$ cat config.mk
export PLATFORM = sky130hd
export DESIGN_NAME = stream_averager
export DESIGN_NICKNAME = d
export VERILOG_FILES = /design/src/rtl/stream_averager_pkg.sv /design/src/rtl/stream_averager_scale.sv /design/src/rtl/stream_averager.sv
export SDC_FILE = /design/constraint.sdc
export NUM_CORES = 1
export LEC_CHECK = 0
export CAP_MARGIN = 25
export CORE_MARGIN = 5
export CORE_UTILIZATION = 45
export DETAILED_ROUTE_END_ITERATION = 8
export PLACE_DENSITY = 0.66
export SETUP_SLACK_MARGIN = 0.4
export SLEW_MARGIN = 20
export SYNTH_ARGS = -nofsm -noshare
export SYNTH_HDL_FRONTEND = slang
export SYNTH_SLANG_ARGS = --single-unit
$ cat constraint.sdc
create_clock -name clk -period 4.82 [get_ports clk]
set_input_delay 0.964 -clock clk [delete_from_list [all_inputs] [get_ports clk]]
set_output_delay 0.964 -clock clk [all_outputs]
set_load 0.01 [all_outputs]
$ cat src/rtl/stream_averager_pkg.sv
// Shared definitions for the stream averager: FSM state encodings,
// handshake levels and accumulator sizing.
package stream_averager_pkg;

    typedef enum logic [1:0] {
        ST_ACCEPT = 2'd0,
        ST_DIVIDE = 2'd1,
        ST_SEND   = 2'd2
    } state_t;

    localparam logic HS_IDLE  = 1'b0;
    localparam logic HS_READY = 1'b1;

    // One guard bit beyond WIDTH+LOG2_N keeps a full block of extreme samples exact.
    function automatic int acc_width(input int width, input int log2_n);
        return width + log2_n + 1;
    endfunction

endpackage

$ cat src/rtl/stream_averager_scale.sv
// avg_scale: turns a block sum into the block mean (shift plus truncate).
// With AVERAGER_ROUND_EN defined the mean rounds half up; otherwise it floors.
module avg_scale
    import stream_averager_pkg::*;
#(
    parameter int WIDTH  = 16,
    parameter int LOG2_N = 2
) (
    input  logic signed [acc_width(WIDTH, LOG2_N)-1:0] acc,
    output logic        [WIDTH-1:0]                    result
);

    localparam int AW = acc_width(WIDTH, LOG2_N);

    logic signed [AW-1:0] biased;

`ifdef AVERAGER_ROUND_EN
    generate
        if (LOG2_N > 0) begin : g_round
            localparam logic signed [AW-1:0] HALF = AW'(1 << (LOG2_N - 1));
            // The guard bit absorbs the offset: max block sum plus N/2 still fits.
            assign biased = acc + HALF;
        end else begin : g_pass
            assign biased = acc;
        end
    endgenerate
`else
    assign biased = acc;
`endif

    // The mean of WIDTH-bit samples always fits in WIDTH bits, so truncation is exact.
    assign result = WIDTH'(biased >>> LOG2_N);

endmodule

$ cat src/rtl/stream_averager.sv
// stream_averager: accumulates blocks of 2**LOG2_N signed samples and emits
// one block mean per block over stb/ack. Rounding mode set by AVERAGER_ROUND_EN.
module stream_averager
    import stream_averager_pkg::*;
#(
    parameter int WIDTH  = 16,
    parameter int LOG2_N = 2
) (
    input  logic             clk,
    input  logic             rst,
    input  logic [WIDTH-1:0] input_z,
    input  logic             input_z_stb,
    output logic             input_z_ack,
    output logic [WIDTH-1:0] output_mean,
    output logic             output_mean_stb,
    input  logic             output_mean_ack
);

    localparam int AW = acc_width(WIDTH, LOG2_N);
    localparam int CW = LOG2_N + 1;
    localparam logic [CW-1:0] LAST = CW'((1 << LOG2_N) - 1);

    state_t               state_reg;
    logic signed [AW-1:0] acc_reg;
    logic [CW-1:0]        count_reg;
    logic [WIDTH-1:0]     mean_next;
    logic signed [AW-1:0] sample_ext;

    assign sample_ext = {{(AW - WIDTH){input_z[WIDTH-1]}}, input_z};

    avg_scale #(
        .WIDTH  (WIDTH),
        .LOG2_N (LOG2_N)
    ) u_scale (
        .acc    (acc_reg),
        .result (mean_next)
    );

    always_ff @(posedge clk) begin
        if (rst) begin
            state_reg       <= ST_ACCEPT;
            acc_reg         <= '0;
            count_reg       <= '0;
            input_z_ack     <= HS_IDLE;
            output_mean_stb <= HS_IDLE;
            output_mean     <= '0;
        end else begin
            case (state_reg)
                ST_ACCEPT: begin
                    input_z_ack <= HS_READY;
                    if (input_z_stb && input_z_ack) begin
                        acc_reg <= acc_reg + sample_ext;
                        if (count_reg == LAST) begin
                            // Stop accepting until the mean has been handed off.
                            input_z_ack <= HS_IDLE;
                            count_reg   <= '0;
                            state_reg   <= ST_DIVIDE;
                        end else begin
                            count_reg <= count_reg + 1'b1;
                        end
                    end
                end
                ST_DIVIDE: begin
                    output_mean <= mean_next;
                    acc_reg     <= '0;
                    state_reg   <= ST_SEND;
                end
                ST_SEND: begin
                    output_mean_stb <= HS_READY;
                    if (output_mean_stb && output_mean_ack) begin
                        output_mean_stb <= HS_IDLE;
                        input_z_ack     <= HS_READY;
                        state_reg       <= ST_ACCEPT;
                    end
                end
                default: begin
                    state_reg <= ST_ACCEPT;
                end
            endcase
        end
    end

endmodule

==> results.md, run 1 <==
- Resize count post-CTS: 0
- Post-synthesis register bit count: 41
- Flip-flop count of the largest register, all copies and words added: 18
- Wire length reported by the detailed router: approximately 5.4 mm
- Chip Width: ~80 um
- Critical Path Slowest Stage Cell: fa_1
- DRC viols: 0
- Inst Count DP: 367
- Share of the synthesized area in the top cell type: a little under two fifths
- Share of the clock period used by the worst path after layout: a little over two thirds
- Master cell of the clock root buffer: clkbuf_8
- Yosys warns: 0
- Final-layout setup total negative slack: 0 ns
- Number of levels in the clock H-tree: 2
- Post-layout instance count excluding filler cells: 375
- Total vias in the final route: 2034
- Hold WC Path Type: reg2reg
- Detail Placement HPWL: 3.78 mm
- Share of the synthesized area in compound gates (AO/OA/AOI/OAI): 25.5%
- Commonest cells in the synthesized netlist: 51 x nand2_1, 41 x a21oi_1, 41 x dfxtp_1
- Synth Area in Adders: 11.0%
- Achievable frequency: 0.297 GHz
- Critical Path Fanout Max: 3
- Place WS: 1.14 ns
- Area of the core: 4750 sq um
- Fillers: between 400 and 500
- Launching element type of the critical path: primary input
- Setup repair after global routing missed its margin: false
- Clock Skew: 0.00310 ns
- Number of routed nets with antenna violations: 0
- Remaining max-slew budget at the tightest pin: 36.4%
- First-pass GRT wire length: 9.25 mm
- Most area-hungry cell type in the Yosys netlist: dfxtp_1
- Max cap viols: 0
- Stage delay of the slowest cell on the critical path: roughly 0.43 ns
- Data arrival time of the critical path: 3.57 ns
- Cts bufs inserted: 5
- Number of vias per cell after detailed routing: 5.42
- Flip-flop cell with the highest count after synthesis: dfxtp_1
- TritonCTS clock tree: built
- Synthesized netlist cell count: around 270
- Vias in the first global route: 1933
- Most frequent cell after synthesis: nand2_1
- Clock-pin slew on the worst setup and hold paths: 0.09 ns
- Standard-cell rows: 25
- DIE AREA: around 6500 sq um
- # port buffers: 37
- EDFF count, synth: 0
- Area fraction in and, or, nand and nor cells after synthesis: a little under a fifth
- Top area cells in the synthesized netlist: dfxtp_1 37%, ha_1 10%, a21oi_1 9.2%, nand2_1 8.6%, nand3_1 3.4%
- Routed wire per std cell: 14.4 um
- Grt total ovfl: 0
- Largest net degree at the start of global routing: 38
- Antenna Cells: 0
- Avg Cell Area, Syn: 8.22 sq um
- # setup viols final: 0
- Share of cell area taken by muxes after synthesis: 0.505%
- Outcome: completed
- Category of the critical setup timing path: in2reg
- Final net count: 346
- Die Height: approximately 80 um
- Static leakage power: 0.00109 uW
- Number of unique standard cell types used by synthesis: 43
- Area added between synthesis and finish: 25.4%
- Global-route usage over all layers: 18.1%
- Count of endpoints failing hold in the final timing report: 0
- Critical path capture point type: register
- Post-route total power: 853 uW
- Seq/Total Area, Yosys: 36.8%
- CP Data Required Time: 5.02 ns
- Number of buffers added for setup after CTS: 0
- Number of I/O pins: 38
- First drt pass iteration count: 4
- Share of final-layout standard cells stronger than drive strength 1: 6.17%
- Critical Path, Cell by Cell: clkdlybuf4s50_1 -> ha_1 -> fa_1 -> a211oi_1 -> nor2_1 -> a31o_2 -> o21ai_2 -> a31oi_1 -> or3_1 -> a32o_1
- Fin worst setup slack: 1.45 ns
- Initial drt markers: 105
- CTS Hold Bufs: 0
- Areal power density over the cells: roughly 310 nW/um^2
- Clock Sinks: 41
- Clock latency reported for the late side of the worst-skew pair: 0.30 ns
- Post-route minimum period: 3.37 ns
- Post-synth ARST share: 0%
- Final weighted congestion in routability-driven placement: 0.908
- Xor/xnor cell area share of the yosys netlist: 4.32%
- Initial cell density of the core: 46.9%
- Worst-Margin Slew: 0.952 ns
- Combinational family with the most area after synthesis: compound AO/OA/AOI/OAI gates
- Finished Core Util: 58.8%
- Worst vdd rail ir drop: approximately 0.15 mV
- Number of antenna violations at the first check in global routing: 0
- Clock Path Buffers: 2
- Total nets after synthesis: 310
- Post-Synthesis Cell Area: between 2000 and 2500 sq um
- Max Slew Vio Count: 0
## metal layers
| layer | wire (um) | GRT usage (%) |
|---|---|---|
| met1 | 2540 | 22.5 |
| met2 | 2520 | 30.9 |
| met3 | 254 | 4.26 |
| met4 | 99 | 5.57 |
| met5 | 0 | 0 |
## worst paths after layout
path	cells past startpoint	slack, ns	start	end
worst max-delay path	10	1.45	input_z[0]	acc_reg[16]$_SDFFE_PP0P_
worst min register to register	2	0.45	count_reg[2]$_SDFFE_PP0P_	count_reg[2]$_SDFFE_PP0P_
worst max register to register	9	2.22	acc_reg[0]$_SDFFE_PP0P_	acc_reg[16]$_SDFFE_PP0P_
worst min-delay path	2	0.45	count_reg[2]$_SDFFE_PP0P_	count_reg[2]$_SDFFE_PP0P_
## cell usage in the layout, fill, tap and decap left out, types with 6 or more instances in the layout
| cell | Yosys | layout |
|---|---|---|
| nand2_1 | 51 | 51 |
| a21oi_1 | 41 | 41 |
| dfxtp_1 | 41 | 41 |
| clkdlybuf4s50_1 | 0 | 37 |
| ha_1 | 18 | 18 |
| nand3_1 | 15 | 15 |
| nor2_1 | 13 | 13 |
| a21o_1 | 8 | 8 |
| o21ai_0 | 6 | 6 |
| xor2_1 | 6 | 6 |
## per-stage QoR
stage          hold slack [ns]  cell area [sq um]
2_1_floorplan            0.427               2230
3_3_place_gp             0.440               2660
3_5_place_dp             0.441               2660
4_1_cts                  0.458               2790
5_1_grt                  0.479               2790
6_report                 0.454               2790
## cell families (layout without fill, tap and decap cells)
| family | after synthesis | after routing |
|---|---|---|
| and+or+nand+nor | 97 | 97 |
| AOI/OAI and AO/OA | 88 | 88 |
| DFF | 41 | 41 |
| adders and majority gates | 19 | 19 |
| buffers and inverters | 14 | 51 |
| xor gates and xnor gates | 11 | 11 |
| muxes | 1 | 1 |
## where the power goes
group,internal [uW],total [uW],switching (uW),leakage [uW]
clock network,209,343,134,0.0000687
logic,70.1,148,78.3,0.000689
registers,351,362,10.5,0.000333
total,630,853,223,0.00109
## layout make-up
| cell class | instances | area, sq um | area share [%] |
|---|---|---|---|
| clock buffers | 5 | 68.8 | 2.46 |
| clock inverters | 3 | 68.8 | 2.46 |
| well taps | 67 | 83.8 | 3.00 |
| multi-input cells | 216 | 1350 | 48.2 |
| flip-flops and latches | 41 | 821 | 29.4 |
| inverters | 3 | 11.3 | 0.403 |
| repair buffers | 40 | 393 | 14.1 |
## critical path, delay by kind of cell
family / cells / cell delay, ns
AOI/OAI and AO/OA: 5 / 1.09
and+or+nand+nor: 2 / 0.43
buffers and inverters: 1 / 0.40
adders and majority gates: 2 / 0.68
Note: power is estimated with default switching activity, not from simulation.
==> inputs of run 2 (changes only) <==
==> constraint.sdc (replaced) <==
create_clock -name clk -period 3.5 [get_ports clk]
set_input_delay 0.7 -clock clk [delete_from_list [all_inputs] [get_ports clk]]
set_output_delay 0.7 -clock clk [all_outputs]
set_load 0.01 [all_outputs]
==> run 2 against run 1 <==
  * Non-clock buffer count increased by 3
  * Sequential share of layout area is 0.12 points higher
  * First-iteration DRC count up 16%
  * Cell count increased by 0.80%
  * Via count fell by 0.49%
  * Register-to-register slack worse by 1.2 ns
  * Hold slack barely moved
  * Largest power group unchanged
  * Combinational power increased by 42%
  * Sequential cell count unchanged
  * Global-route usage about the same
  * Critical path depth unchanged
==> results.md, run 2 (synthesized netlist as in run 1, its figures left out) <==
- Number of I/O pins: 38 (unchanged)
- Commonest non-fill, non-tap cell in the layout: nand2_1 (unchanged)
- Number of routed nets with antenna violations: 0 (unchanged)
- Wire length reported by the detailed router: 5.40 mm (was 5.41 mm)
- Clock Sinks: 41 (unchanged)
- Post-route total power: 1040 uW (was 853 uW)
- Total vias in the final route: 2024 (was 2034)
- Routed wire per std cell: 14.3 um (was 14.4 um)
- DRC viols: 0 (unchanged)
- Cts bufs inserted: 5 (unchanged)
- Clock-pin slew on the worst setup and hold paths: 0.08 ns (was 0.09 ns)
- Share of the clock period used by the worst path after layout: 86.2%
- # setup viols final: 0 (unchanged)
- Grt total ovfl: 0 (unchanged)
- Post-route minimum period: 3.02 ns
- Outcome: completed (unchanged)
- Master cell of the clock root buffer: clkbuf_8 (unchanged)
- Setup repair after global routing missed its margin: false (unchanged)
- Areal power density over the cells: 373 nW/um^2 (was 305 nW/um^2)
- Max Slew Vio Count: 0 (unchanged)
- Number of vias per cell after detailed routing: 5.35 (was 5.42)
- Worst vdd rail ir drop: 0.235 mV (was 0.147 mV)
- TritonCTS clock tree: built (unchanged)
- Initial drt markers: 122 (was 105)
- Worst-Margin Slew: 0.956 ns (was 0.952 ns)
- Initial cell density of the core: 46.9% (unchanged)
- Count of endpoints failing hold in the final timing report: 0 (unchanged)
- Vias in the first global route: 1947 (was 1933)
- Standard-cell rows: 25 (unchanged)
- Fillers: 463 (was 485)
- Flip-flop count of the largest register, all copies and words added: 18 (unchanged)
- Antenna Cells: 0 (unchanged)
- Data arrival time of the critical path: 3.20 ns (was 3.57 ns)
- Chip Width: 80.4 um (unchanged)
- Share of final-layout standard cells stronger than drive strength 1: 7.72% (was 6.17%)
- Max cap viols: 0 (unchanged)
- First-pass GRT wire length: 9.33 mm (was 9.25 mm)
- Die Height: 80.4 um (unchanged)
- Achievable frequency: 0.332 GHz
- Area of the core: 4750 sq um (unchanged)
- # port buffers: 37 (unchanged)
- CP Data Required Time: 3.68 ns (was 5.02 ns)
- Final-layout setup total negative slack: 0 ns (unchanged)
- DIE AREA: 6460 sq um (unchanged)
- Area added between synthesis and finish: 24.9% (was 25.4%)
- Critical Path Fanout Max: 3 (unchanged)
- Critical path capture point type: register (unchanged)
- Launching element type of the critical path: primary input (unchanged)
- First drt pass iteration count: 4 (unchanged)
- CTS Hold Bufs: 0 (unchanged)
- Most frequent cells in the layout: 51 x nand2_1, 41 x a21oi_1, 41 x dfxtp_1 (unchanged)
- Category of the critical setup timing path: in2reg (unchanged)
- Final net count: 349 (was 346)
- Clock Path Buffers: 2 (unchanged)
- Clock latency reported for the late side of the worst-skew pair: 0.29 ns (was 0.30 ns)
- Number of antenna violations at the first check in global routing: 0 (unchanged)
- Clock Skew: 0.00514 ns (was 0.00310 ns)
- Static leakage power: 0.00109 uW (about the same)
- Post-layout instance count excluding filler cells: 378 (was 375)
- Largest net degree at the start of global routing: 28 (was 38)
- Detail Placement HPWL: 3.98 mm (was 3.78 mm)
- Global-route usage over all layers: 18.2% (was 18.1%)
- Hold WC Path Type: reg2reg (unchanged)
- Inst Count DP: 370 (was 367)
- Remaining max-slew budget at the tightest pin: 36.1% (was 36.4%)
- Number of levels in the clock H-tree: 2 (unchanged)
- Final weighted congestion in routability-driven placement: 0.864 (was 0.908)
[run 2: cell types whose count changed in the layout (fill, tap and decap cells not counted), sizes merged]
cell	before	now
bufinv	2	0
inv	4	3
clkbuf	5	6
clkinv	0	2
buf	3	6
[run 2: cell type report]
cell class              instances  area, sq um  share of cell area (%)
flip-flops and latches         41          821                    29.5
clock inverters                 2         13.8                   0.495
well taps                      67         83.8                    3.01
inverters                       3         11.3                   0.405
multi-input cells             216         1360                    48.7
repair buffers                 43          415                    14.9
clock buffers                   6         82.6                    2.97
[run 2: critical path: stages]
cell and delay (ns):
clkdlybuf4s50_1 0.41, ha_1 0.25, fa_2 0.39, a211oi_2 0.23
nor2_1 0.11, a31o_2 0.28, o21ai_2 0.16, a31oi_1 0.11
or3_1 0.32, a32o_1 0.25
[run 2: final timing paths]
check | start | slack [ns] | to | cells after the start
worst max-delay path | input_z[0] | 0.48 | acc_reg[16]$_SDFFE_PP0P_ | 10
worst min-delay path | count_reg[2]$_SDFFE_PP0P_ | 0.45 | count_reg[2]$_SDFFE_PP0P_ | 2
worst max register to register | acc_reg[0]$_SDFFE_PP0P_ | 1.01 | acc_reg[16]$_SDFFE_PP0P_ | 9
worst min register to register | count_reg[2]$_SDFFE_PP0P_ | 0.45 | count_reg[2]$_SDFFE_PP0P_ | 2
[run 2: power breakdown]
part | switching [uW] | total (uW) | internal [uW]
sequential | 14.7 | 498 | 484
clock | 168 | 328 | 160
combinational | 111 | 210 | 99.7
total | 293 | 1040 | 743
[run 2: metrics by stage]
stage	hold WS, ns	area, sq um	setup WS [ns]	util, %
floorplan	0.427	2230	0.694	-
global placement	0.440	2680	0.165	56.3
detailed placement	0.442	2680	0.102	56.3
CTS	0.457	2780	0.404	58.4
global route	0.474	2780	0.401	58.5
finish	0.455	2780	0.484	58.5
[run 2: metal layers]
metal	vias to the layer above	global-route usage, %	routed length (um)
met1	918	24.5	2610
met4	0	4.73	76
met2	34	29.5	2530
met5	-	0	0
li1	1065	-	-
met3	7	3.59	178
[run 2: what timing repair did]
item | CTS | global route
resized for setup | 0 | 2
endpoints found under the hold margin | 0 | 0
endpoints found under the setup margin | 0 | 1
setup buffers | 0 | 0
==> inputs of run 3 (changes only) <==
--- a/config.mk
+++ b/config.mk
@@ -7,9 +7,10 @@
 export LEC_CHECK = 0
 export CAP_MARGIN = 25
 export CORE_MARGIN = 5
-export CORE_UTILIZATION = 45
+export CORE_UTILIZATION = 53
 export DETAILED_ROUTE_END_ITERATION = 8
-export PLACE_DENSITY = 0.66
+export GPL_TIMING_DRIVEN = 0
+export PLACE_DENSITY = 0.76
 export SETUP_SLACK_MARGIN = 0.4
 export SLEW_MARGIN = 20
 export SYNTH_ARGS = -nofsm -noshare
==> run 3 against run 2 <==
  * Hold slack hardly changed
  * Clock power is 2% higher
  * First-iteration DRC count is 18% higher
  * Clock skew hardly changed
  * Sequential cell count stayed put
  * Routed wire length is 3.2% higher
  * Global-route usage is 3.1 points higher
  * Register-to-register slack better by 0.02 ns
  * Critical endpoint unchanged
  * Largest power group unchanged
==> results.md, run 3 (synthesized netlist as in run 1, its figures left out) <==
- Share of final-layout standard cells stronger than drive strength 1: 7.26% (was 7.72%)
- Master cell of the clock root buffer: clkbuf_8 (unchanged)
- # port buffers: 36 (was 37)
- DRC viols: 0 (unchanged)
- Met1 track demand over resource in global routing: 28.7% (was 24.5%)
- Detail Placement HPWL: 4.10 mm (was 3.98 mm)
- Post-route minimum period: 3.00 ns (was 3.02 ns)
- Chip Width: 74.8 um (was 80.4 um)
- Met3 Use GR: 4.27% (was 3.59%)
- Hold WC Path Type: reg2reg (unchanged)
- Initial cell density of the core: 55.3% (was 46.9%)
- Number of antenna violations at the first check in global routing: 0 (unchanged)
- Final weighted congestion in routability-driven placement: 0.869 (was 0.864)
- Launching element type of the critical path: primary input (unchanged)
- Flip-flop count of the largest register, all copies and words added: 18 (unchanged)
- Die Height: 74.8 um (was 80.4 um)
- # setup viols final: 0 (unchanged)
- Static leakage power: 0.00108 uW (was 0.00109 uW)
- Data arrival time of the critical path: 3.20 ns (about the same)
- CP Data Required Time: 3.69 ns (was 3.68 ns)
- Grt total ovfl: 0 (unchanged)
- Clock-pin slew on the worst setup and hold paths: 0.08 ns (about the same)
- Worst-Margin Slew: 0.931 ns (was 0.956 ns)
- Wire length reported by the detailed router: 5.57 mm (was 5.40 mm)
- Fillers: 367 (was 463)
- Most frequent cells in the layout: 50 x nand2_1, 41 x a21oi_1, 41 x dfxtp_1 (was 51 x nand2_1, 41 x a21oi_1, 41 x dfxtp_1)
- Met2 Resource Use GR: 33.2% (was 29.5%)
- First-pass GRT wire length: 9.20 mm (was 9.33 mm)
- Final net count: 355 (was 349)
- Clock latency reported for the late side of the worst-skew pair: 0.30 ns (was 0.29 ns)
- Vias in the first global route: 1991 (was 1947)
- Commonest non-fill, non-tap cell in the layout: nand2_1 (unchanged)
- Critical path capture point type: register (unchanged)
- Worst vdd rail ir drop: 0.182 mV (was 0.235 mV)
- Post-DP Area: 2650 sq um (was 2680 sq um)
- Clock Path Buffers: 2 (unchanged)
- Standard-cell rows: 23 (was 25)
- Number of routed nets with antenna violations: 0 (unchanged)
- First drt pass iteration count: 4 (unchanged)
- Post-route cell area: 2780 sq um (unchanged)
- Max cap viols: 0 (unchanged)
- Clock Sinks: 41 (unchanged)
- Critical Path Fanout Max: 3 (unchanged)
- Multi-input combinational cell area: 1370 sq um (was 1360 sq um)
- Clock Skew: 0.00550 ns (was 0.00514 ns)
- Areal power density over the cells: 377 nW/um^2 (was 373 nW/um^2)
- Category of the critical setup timing path: in2reg (unchanged)
- Setup repair after global routing missed its margin: false (unchanged)
- DIE AREA: 5600 sq um (was 6460 sq um)
- Achievable frequency: 0.333 GHz (was 0.332 GHz)
- Count of endpoints failing hold in the final timing report: 0 (unchanged)
- Area added between synthesis and finish: 24.9% (unchanged)
- Number of I/O pins: 38 (unchanged)
- Busiest layer in global routing: met2 (unchanged)
- Number of levels in the clock H-tree: 2 (unchanged)
- Largest net degree at the start of global routing: 14 (was 28)
- Outcome: completed (unchanged)
- Finished Core Util: 69.1% (was 58.5%)
- Initial drt markers: 144 (was 122)
- Cts bufs inserted: 5 (unchanged)
- Share of the clock period used by the worst path after layout: 85.8% (was 86.2%)
- Number of vias per cell after detailed routing: 5.84 (was 5.35)
- Area of the core: 4030 sq um (was 4750 sq um)
- Max Slew Vio Count: 0 (unchanged)
- TritonCTS clock tree: built (unchanged)
- Final-layout setup total negative slack: 0 ns (unchanged)
- Global-route usage over all layers: 21.3% (was 18.2%)
- Total vias in the final route: 2144 (was 2024)
- Remaining max-slew budget at the tightest pin: 37.5% (was 36.1%)
- Storage element area: 821 sq um (unchanged)
- Routed wire per std cell: 15.2 um (was 14.3 um)
- Antenna Cells: 0 (unchanged)
==> run 3: power by group <==
| part | internal [uW] | switching [uW] |
|---|---|---|
| Clock | 160 | 174 |
| Sequential | 484 | 15.7 |
| Combinational | 102 | 113 |
==> run 3: critical path, cell delays in order <==
cell and delay (ns):
clkdlybuf4s50_1 0.44, ha_2 0.23, fa_2 0.37, a211oi_2 0.22, nor2_1 0.10, a31o_2 0.29
o21ai_4 0.16, a31oi_1 0.12, or3_1 0.32, a32o_1 0.24
==> run 3: layer usage <==
| metal | share of wire (%) | vias up |
|---|---|---|
| li1 | - | 1078 |
| met1 | 46 | 991 |
| met2 | 46 | 63 |
| met3 | 4.7 | 12 |
| met4 | 2.6 | 0 |
| met5 | 0 | - |
==> run 3: through the flow <==
| stage | hold WS [ns] | std cells | setup WS (ns) | power, uW |
|---|---|---|---|---|
| after floorplan | 0.427 | 271 | 0.694 | 656 |
| after global placement | 0.438 | 357 | 0.0714 | 711 |
| after detailed placement | 0.441 | 357 | 0.0730 | 715 |
| after CTS | 0.456 | 365 | 0.433 | 1050 |
| after global routing | 0.474 | 367 | 0.406 | 1100 |
| final | 0.454 | 367 | 0.498 | 1050 |
==> run 3: cell type report <==
cell class / instances / share of cell area [%]
multi-input combinational: 216 / 49.1
sequential: 41 / 29.5
timing repair buffer: 38 / 13.5
clock buffer: 6 / 2.97
tap: 50 / 2.25
buffer: 11 / 1.75
clock inverter: 2 / 0.495
inverter: 3 / 0.405
==> run 3: final timing paths <==
kind         slack, ns  cells after the start                           end                         start
max               0.50                     10      acc_reg[16]$_SDFFE_PP0P_                    input_z[0]
min               0.45                      2  output_mean[12]$_SDFFE_PP0P_  output_mean[12]$_SDFFE_PP0P_
max reg2reg       1.03                      9      acc_reg[17]$_SDFFE_PP0P_       acc_reg[9]$_SDFFE_PP0P_
min reg2reg       0.45                      2  output_mean[12]$_SDFFE_PP0P_  output_mean[12]$_SDFFE_PP0P_
==> run 3: repair_timing <==
item | in CTS | in global routing
gates resized for setup | 2 | 3
endpoints found under the hold margin | 0 | 0
pin swaps | 0 | 3
hold buffers | 0 | 0
endpoints found under the setup margin | 1 | 2
buffers inserted | 0 | 2
cloned | 0 | 0
